### src/rtl/egress_pkg.sv
// Shared types and constants for the egress drain engine.
// Port-configuration defaults live here so the FIFO entry layout is shared.
package egress_pkg;

    localparam int PORTS_DEFAULT  = 4;
    localparam int DATA_W_DEFAULT = 32;
    localparam int WIDTH_SEL      = $clog2(PORTS_DEFAULT);
    localparam int RD_CNT_W       = 16;

    typedef struct packed {
        logic [WIDTH_SEL-1:0]      src;
        logic [DATA_W_DEFAULT-1:0] data;
    } fifo_entry_t;

endpackage

### src/rtl/rr_arbiter.sv
// Combinational round-robin arbiter: first request at or after the pointer.
// N must be a power of two so index arithmetic wraps naturally.
module rr_arbiter #(
    parameter int N = 4,
    localparam int SW = $clog2(N)
) (
    input  logic [N-1:0]  req_i,
    input  logic [SW-1:0] ptr_i,
    output logic [SW-1:0] gnt_o,
    output logic          gnt_valid_o
);

    logic [SW-1:0] idx;

    // Scan farthest offset first so the nearest request wins last.
    always_comb begin
        gnt_o       = '0;
        gnt_valid_o = 1'b0;
        idx         = '0;
        for (int i = N - 1; i >= 0; i--) begin
            idx = ptr_i + SW'(i);
            if (req_i[idx]) begin
                gnt_o       = idx;
                gnt_valid_o = 1'b1;
            end
        end
    end

endmodule

### src/rtl/egress_reader.sv
// Output-port drain engine: round-robin VOQ reads under FIFO credit,
// returned words buffered and streamed downstream tagged with source.
module egress_reader
    import egress_pkg::*;
#(
    parameter int PORT_NUB_TOTAL = PORTS_DEFAULT,
    parameter int DATA_WIDTH     = DATA_W_DEFAULT,
    parameter int RD_LATENCY     = 1,
    parameter int OUT_DEPTH      = 4
) (
    input  logic                      clk,
    input  logic                      rst,
    input  logic [PORT_NUB_TOTAL-1:0] empty,
    output logic                      rd_en,
    output logic [WIDTH_SEL-1:0]      rd_sel,
    input  logic [DATA_WIDTH-1:0]     rd_data,
    output logic                      m_valid,
    input  logic                      m_ready,
    output logic [DATA_WIDTH-1:0]     m_data,
    output logic [WIDTH_SEL-1:0]      m_src,
    output logic                      busy,
    output logic [RD_CNT_W-1:0]       rd_count
);

    localparam int PTR_W = $clog2(OUT_DEPTH);
    localparam int CNT_W = PTR_W + 1;

    logic [WIDTH_SEL-1:0]      rr_ptr_q, rr_ptr_d;
    logic [WIDTH_SEL-1:0]      sel_q, sel_d;
    logic [PORT_NUB_TOTAL-1:0] mask_q, mask_d;
    logic [RD_CNT_W-1:0]       rdc_q, rdc_d;

    logic [RD_LATENCY-1:0]     fv_q;
    logic [WIDTH_SEL-1:0]      fs_q [RD_LATENCY];

    fifo_entry_t               mem_q [OUT_DEPTH];
    logic [PTR_W-1:0]          wp_q, wp_d;
    logic [PTR_W-1:0]          rp_q, rp_d;
    logic [CNT_W-1:0]          cnt_q, cnt_d;

    logic [PORT_NUB_TOTAL-1:0] eligible;
    logic [WIDTH_SEL-1:0]      gnt;
    logic                      gnt_valid;
    logic [CNT_W-1:0]          infl;
    logic [CNT_W:0]            used;
    logic                      credit_ok;
    logic                      issue;
    logic                      push;
    logic                      pop;
    fifo_entry_t               push_entry;

    always_comb begin
        infl = '0;
        for (int i = 0; i < RD_LATENCY; i++) begin
            infl = infl + CNT_W'(fv_q[i]);
        end
    end

    // Credit counts words already buffered plus words still on the wire.
    assign used      = {1'b0, cnt_q} + {1'b0, infl};
    assign credit_ok = used < (CNT_W + 1)'(OUT_DEPTH);

    assign eligible = ~empty & ~mask_q;

    rr_arbiter #(
        .N(PORT_NUB_TOTAL)
    ) u_arb (
        .req_i      (eligible),
        .ptr_i      (rr_ptr_q),
        .gnt_o      (gnt),
        .gnt_valid_o(gnt_valid)
    );

    assign issue  = gnt_valid & credit_ok & ~rst;
    assign rd_en  = issue;
    assign rd_sel = issue ? gnt : sel_q;

    assign push            = fv_q[RD_LATENCY-1];
    assign push_entry.src  = fs_q[RD_LATENCY-1];
    assign push_entry.data = rd_data;

    assign m_valid  = (cnt_q != '0);
    assign m_data   = mem_q[rp_q].data;
    assign m_src    = mem_q[rp_q].src;
    assign pop      = m_valid & m_ready;
    assign busy     = (|fv_q) | m_valid;
    assign rd_count = rdc_q;

    always_comb begin
        rr_ptr_d = rr_ptr_q;
        sel_d    = rd_sel;
        mask_d   = '0;
        rdc_d    = rdc_q;
        if (issue) begin
            rr_ptr_d = gnt + WIDTH_SEL'(1);
            mask_d   = PORT_NUB_TOTAL'(1) << gnt;
            rdc_d    = rdc_q + RD_CNT_W'(1);
        end
    end

    always_comb begin
        wp_d  = wp_q;
        rp_d  = rp_q;
        cnt_d = cnt_q;
        if (push) begin
            wp_d = wp_q + PTR_W'(1);
        end
        if (pop) begin
            rp_d = rp_q + PTR_W'(1);
        end
        case ({push, pop})
            2'b10:   cnt_d = cnt_q + CNT_W'(1);
            2'b01:   cnt_d = cnt_q - CNT_W'(1);
            default: cnt_d = cnt_q;
        endcase
    end

    always_ff @(posedge clk) begin
        if (rst) begin
            rr_ptr_q <= '0;
            sel_q    <= '0;
            mask_q   <= '0;
            rdc_q    <= '0;
            wp_q     <= '0;
            rp_q     <= '0;
            cnt_q    <= '0;
            fv_q     <= '0;
            for (int i = 0; i < RD_LATENCY; i++) begin
                fs_q[i] <= '0;
            end
            for (int i = 0; i < OUT_DEPTH; i++) begin
                mem_q[i] <= '0;
            end
        end else begin
            rr_ptr_q <= rr_ptr_d;
            sel_q    <= sel_d;
            mask_q   <= mask_d;
            rdc_q    <= rdc_d;
            wp_q     <= wp_d;
            rp_q     <= rp_d;
            cnt_q    <= cnt_d;
            fv_q[0]  <= issue;
            fs_q[0]  <= rd_sel;
            for (int i = 1; i < RD_LATENCY; i++) begin
                fv_q[i] <= fv_q[i-1];
                fs_q[i] <= fs_q[i-1];
            end
            if (push) begin
                mem_q[wp_q] <= push_entry;
            end
        end
    end

endmodule
### config.mk
export PLATFORM = sky130hd
export DESIGN_NAME = egress_reader
export DESIGN_NICKNAME = d
export VERILOG_FILES = /design/src/rtl/egress_pkg.sv /design/src/rtl/rr_arbiter.sv /design/src/rtl/egress_reader.sv
export SDC_FILE = /design/constraint.sdc
export NUM_CORES = 1
export LEC_CHECK = 0
export CAP_MARGIN = 20
export CORE_ASPECT_RATIO = 0.8
export CORE_MARGIN = 2
export CORE_UTILIZATION = 31
export CTS_CLUSTER_SIZE = 30
export DETAILED_ROUTE_END_ITERATION = 8
export SETUP_SLACK_MARGIN = 0.4
export SLEW_MARGIN = 40
export SYNTH_ARGS = -nofsm -noshare
export SYNTH_HDL_FRONTEND = slang
export SYNTH_HIERARCHICAL = 1
export SYNTH_SLANG_ARGS = --single-unit
### constraint.sdc
create_clock -name clk -period 4.9 [get_ports clk]
set_input_delay 0.98 -clock clk [delete_from_list [all_inputs] [get_ports clk]]
set_output_delay 0.98 -clock clk [all_outputs]
set_load 0.1 [all_outputs]
# After elaboration in Yosys (flattened, before gate mapping)
# Memories as Yosys holds them, arrays and structs flattened. A register that Yosys moved wholly into a read port is not among the register bits.
# Index checks and enable logic that the tools add are counted.
# totals
ff_bits	32
mem_bits_rw	138
in_bits	39
out_inout_bits	55
wordCells	73
mem_count	2
# memory_table
memory	words	width	rd	rd_ports_with_merged_regs	write_ports	line_no	text
mem_q	4	34	1	1	4	egress_reader.sv:36	fifo_entry_t mem_q [OUT_DEPTH];
fs_q	1	2	1	0	1	egress_reader.sv:34	logic [WIDTH_SEL-1:0] fs_q [RD_LATENCY];
# op_classes
addsub	10
magnitude_cmp	5
n_eq_ne	2
shift	1
muxes	31
bitwise_logic	9
n_reduce_logical	5
# op_table
op	count
34-bit 2-to-1 mux	1
34-bit OR reduction	1
2-bit 2-to-1 mux	9
16-bit by 1-bit adder with 16-bit output, second input constant	1
1-bit 2-to-1 mux	16
2-bit by 3-bit less-than comparator with 1-bit output, second input constant	4
2-bit by 1-bit adder with 2-bit output, second input constant	4
1-bit binary-select mux with 2-bit select	4
4-bit inverter	2
3-bit one-hot mux with 2 select lines	1
2-bit adder, second input constant	2
3-bit by 1-bit adder with 4-bit output	1
4-bit AND	1
4-bit by 3-bit less-than comparator with 1-bit output, second input constant	1
2-bit OR reduction	2
1-bit by 2-bit << shifter with 4-bit output, first input constant	1
3-bit by 1-bit adder with 3-bit output, second input constant	1
1-bit AND	3
3-bit nonzero test	1
3-bit by 1-bit subtractor with 3-bit output, second input constant	1
2-bit by 1-bit == test with 1-bit output, second input constant	1
2-bit == test, second input constant	1
1-bit inverter	2
2-bit nonzero test	1
1-bit OR	1

# Logic depth before layout (Yosys ltp)
# logic_depth
ltp_word	12
depth_mapped	8
ltp_nobuf	8

# Hierarchy
# The synthesis kept the hierarchy.
# modules_own_cells
mod	n_inst	cells_each	area_each_um2
egress_reader	1	529	7061.8
rr_arbiter	1	13	77.6

# Worst setup path before layout
# Ideal clock, no wire load.
# synth_timing
path_kind	input to output
startpoint	in empty[3]
endpoint	out rd_sel[0]
arrival_ns	3.080
required_time_ns	3.920
slack_ns	0.840
stages	8
path_buffers	0
cell_sequence	nor2_1 > nor2_1 > nand2_1 > nor3b_1 > nand2_1 > inv_2 > nand2_1 > nand2_1
# synth_via
elab_chain_cells	11
word_cells_on_any_way	21
classes_between	17 x mux; 4 x bitwise
# synth_rtl
element	line_no	text
start, declared	egress_reader.sv:13	input logic [PORT_NUB_TOTAL-1:0] empty,
4-bit inverter (*)	egress_reader.sv:63	assign eligible = ~empty & ~mask_q;
4-bit AND (*)	egress_reader.sv:63	
1-bit binary-select mux with 2-bit select	rr_arbiter.sv:22	if (req_i[idx]) begin
1-bit 2-to-1 mux (not written as such)	rr_arbiter.sv:22	
1-bit 2-to-1 mux (3 in a row)	rr_arbiter.sv:22	
1-bit 2-to-1 mux (*)	rr_arbiter.sv:22	
via gnt_valid	egress_reader.sv:43	logic gnt_valid;
1-bit AND (*) (2 in a row)	egress_reader.sv:74	assign issue = gnt_valid & credit_ok & ~rst;
via rd_en	egress_reader.sv:14	output logic rd_en,
2-bit 2-to-1 mux (*)	egress_reader.sv:76	assign rd_sel = issue ? gnt : sel_q;
end, declared	egress_reader.sv:15	output logic [WIDTH_SEL-1:0] rd_sel,
# The timed path passes the listed nets; every way through them passes the cells marked *. The select of a mux whose other input is x is not followed.

# Worst setup path after layout
# layout_timing
startpoint	in empty[3]
endpoint	out rd_sel[0]
# layout_via
elab_chain_cells	11
word_cells_on_any_way	21
classes_between	17 x mux; 4 x bitwise
# layout_rtl
element	line_no	text
4-bit inverter (*)	egress_reader.sv:63	
4-bit AND (*)	egress_reader.sv:63	
via eligible[3]	egress_reader.sv:41	logic [PORT_NUB_TOTAL-1:0] eligible;
1-bit binary-select mux with 2-bit select	rr_arbiter.sv:22	
1-bit 2-to-1 mux (not written as such)	rr_arbiter.sv:22	
1-bit 2-to-1 mux (3 in a row)	rr_arbiter.sv:22	
1-bit 2-to-1 mux (*)	rr_arbiter.sv:22	
via gnt_valid	egress_reader.sv:43	
1-bit AND (*) (2 in a row)	egress_reader.sv:74	
2-bit 2-to-1 mux (*)	egress_reader.sv:76	
# Marks and branches as above.

==> out/qor.yml <==
clk_latency_ns: 0.42
grt_usage: 0.141
netSwitchingPower_mw: 2.36
wl_um: 16400
slew_violations: 0
finalSetupViolCount: 0
clk_pin_slew_worst_paths_ns: 0.06
relSlewSlack: 0.580
p_sw_frac: 0.420
syn_area_um2: 7140
fin_crit_ns: 4.03
ys.flop_type: "edfxtp_1"
synthArstFlopShare: 0
cap_violations: 0
cts_buffer_depth: 2
hpwl_um: 9910
pwr-share-clk: 0.266
ctsHoldBuffers: 0
required_ns: 3.92
setup.worst_path.start_class: "input port"
whs_ns: 0.471
intPower_mw: 3.26
ys_seq_area_frac: 0.667
leakagePower_nw: 3.49
grt_pass1_vias: 4842
seqPwrFrac: 0.339
detail-route-antenna-nets: 0
ir_worst_vdd_uv: 332
ys_warn_count: 6
synth-edff-count: 136
tightest_slew_ns: 0.624
syn_area_per_cell_um2: 13.2
worst_hold_path_type: "register to register"
multiInputGateArea_um2: 2180
fin_crit_sh: 0.823
cts_resized: 0
placed_cell_area_um2: 8280
drive_above_1_share: 0.217
die_area_um2: 24300
final.setup.tns_ns: 0
numCtsBuffers: 17
combinationalPowerShare: 0.395
ys_types: 41
tritoncts: "yes"
hold_viol: 0
crit_path_end_kind: "primary output"
final_nets: 678
via_count: 4511
numClockSinks: 170
core_um2: 22600
rows: 49
grt_overflow: 0
drt_iter0_drc: 335
status: "complete, no violations"
synth-seq-cells: 170
portBuffers: 93
skew_ns: 0.00904
die_y_um: 140
fin_area_um2: 8930
vias_per_cell: 4.72
rsz0062_at_grt: "no"
post-cts-setup-buffers: 0
diodes: 0
wl_per_cell_um: 17.2
postSynthCellCount: 542
crit_type: "input port to primary output"
cp.arrival_ns: 3.05
max_freq_mhz: 248
antenna_found_initial: 0
htree_levels: 4
grt_max_degree: 36
syn2layout_area_growth_pct: 25.1
gp_congestion: 0.827
io_pins: 94
crit_fanout: 8
die_x_um: 174
drtPass1Iterations: 4
powerDensity_nw_per_um2: 628
syn_nets: 584
grt_pass1_wl_um: 26100
fillers: 2191
initial_core_util: 0.316
post-route-drc-count: 0
clock-root-buffer: "clkbuf_16"
seqCellArea_um2: 4770
[layer usage]
layer | vias up | wire length [um] | global-route usage
met4 | 0 | 170 | 0.0425
met1 | 2283 | 7560 | 0.186
met5 | - | 0 | 0
met3 | 13 | 800 | 0.0295
li1 | 2102 | - | -
met2 | 113 | 7920 | 0.237
[worst paths after layout]
check | from | endpoint | slack (ns) | depth (start not counted)
setup reg to reg | wp_q[1]$_SDFFE_PP0P_ | mem_q[2][4]$_SDFFCE_PN0P_ | 2.66 | 3
hold reg to reg | rd_count[15]$_SDFFE_PP0P_ | rd_count[15]$_SDFFE_PP0P_ | 0.47 | 1
hold / removal | rd_count[15]$_SDFFE_PP0P_ | rd_count[15]$_SDFFE_PP0P_ | 0.47 | 1
setup / recovery | empty[3] | rd_sel[0] | 0.87 | 10
[per-stage QoR]
stage	setup WS [ns]	total power [mW]	std cells	util
after floorplan	0.840	3.71	542	-
final	0.867	5.61	955	0.396
after CTS	0.861	5.67	955	0.396
after detailed placement	0.903	4.18	923	0.367
after global routing	0.666	5.82	955	0.396
after global placement	0.955	4.28	922	0.376
[power groups by stage]
stage,sequential [mW],combinational (mW),clock (mW)
finish,1.90,2.22,1.49
global route,1.93,2.32,1.58
CTS,1.91,2.25,1.52
detailed placement,1.94,2.24,0
global placement,1.92,2.36,0
floorplan,1.92,1.79,0
[final cells by class]
cell class	count	share of cell area
Sequential cell	170	0.534
Multi-Input combinational cell	304	0.244
Timing Repair Buffer	101	0.0888
Clock buffer	19	0.0485
Tap cell	306	0.0429
Clock inverter	13	0.0248
Inverter	42	0.0177
[worst max-delay path, cell delays in order]
cell and delay (ns):
clkdlybuf4s50_1 0.41, nor2_1 0.21, nor2_1 0.11, nand2_1 0.10, nor3b_1 0.31, nand2_1 0.24, inv_2 0.21, nand2_1 0.14
nand2_1 0.16, buf_12 0.18
[logic make-up after synthesis]
| family | after synthesis | share of synthesized area |
|---|---|---|
| compound gates | 28 | 0.0249 |
| xor+xnor | 15 | 0.0184 |
| fa+ha+maj | 3 | 0.00631 |
| buf+inv | 68 | 0.0372 |
| flops | 170 | 0.667 |
| mux | 36 | 0.110 |
| simple gates | 222 | 0.136 |
[sequential cells by signal, summed over array words and instances, names as in the netlist, named ones only]
name      flops
mem_q       136
rd_count     16
mask_q        4
cnt_q         3
fs_q          2
rp_q          2
rr_ptr_q      2
wp_q          2
fv_q          1
[Yosys cell counts (all sizes together), types with 6 or more instances]
master  number  area, um2
a21oi       11       55.1
inv         42        158
buf         10       47.6
dfxtp       34        681
clkbuf      16       60.1
nand3        6       30.0
nor2       130        488
o21ai        7       35.0
mux4        34        766
nand2       51        191
xnor2        8       70.1
xor2         7       61.3
edfxtp     136       4080
[layout by cell type (no fill, tap or decap), types with 4 or more instances in the layout]
cell type | Yosys | routed
buf_2 | 8 | 52
clkdlybuf4s50_1 | 0 | 38
nor2_1 | 130 | 129
clkbuf_16 | 0 | 17
o21ai_0 | 7 | 4
nand3_1 | 6 | 6
dfxtp_1 | 34 | 32
inv_1 | 41 | 41
nand4_1 | 5 | 5
edfxtp_1 | 136 | 136
buf_4 | 0 | 6
mux4_2 | 34 | 34
or3_1 | 5 | 5
buf_12 | 0 | 4
bufinv_16 | 0 | 6
a21oi_1 | 11 | 11
xnor2_1 | 8 | 8
nand2_1 | 51 | 50
xor2_1 | 7 | 7
No activity file was read; power rests on OpenSTA's default activity.
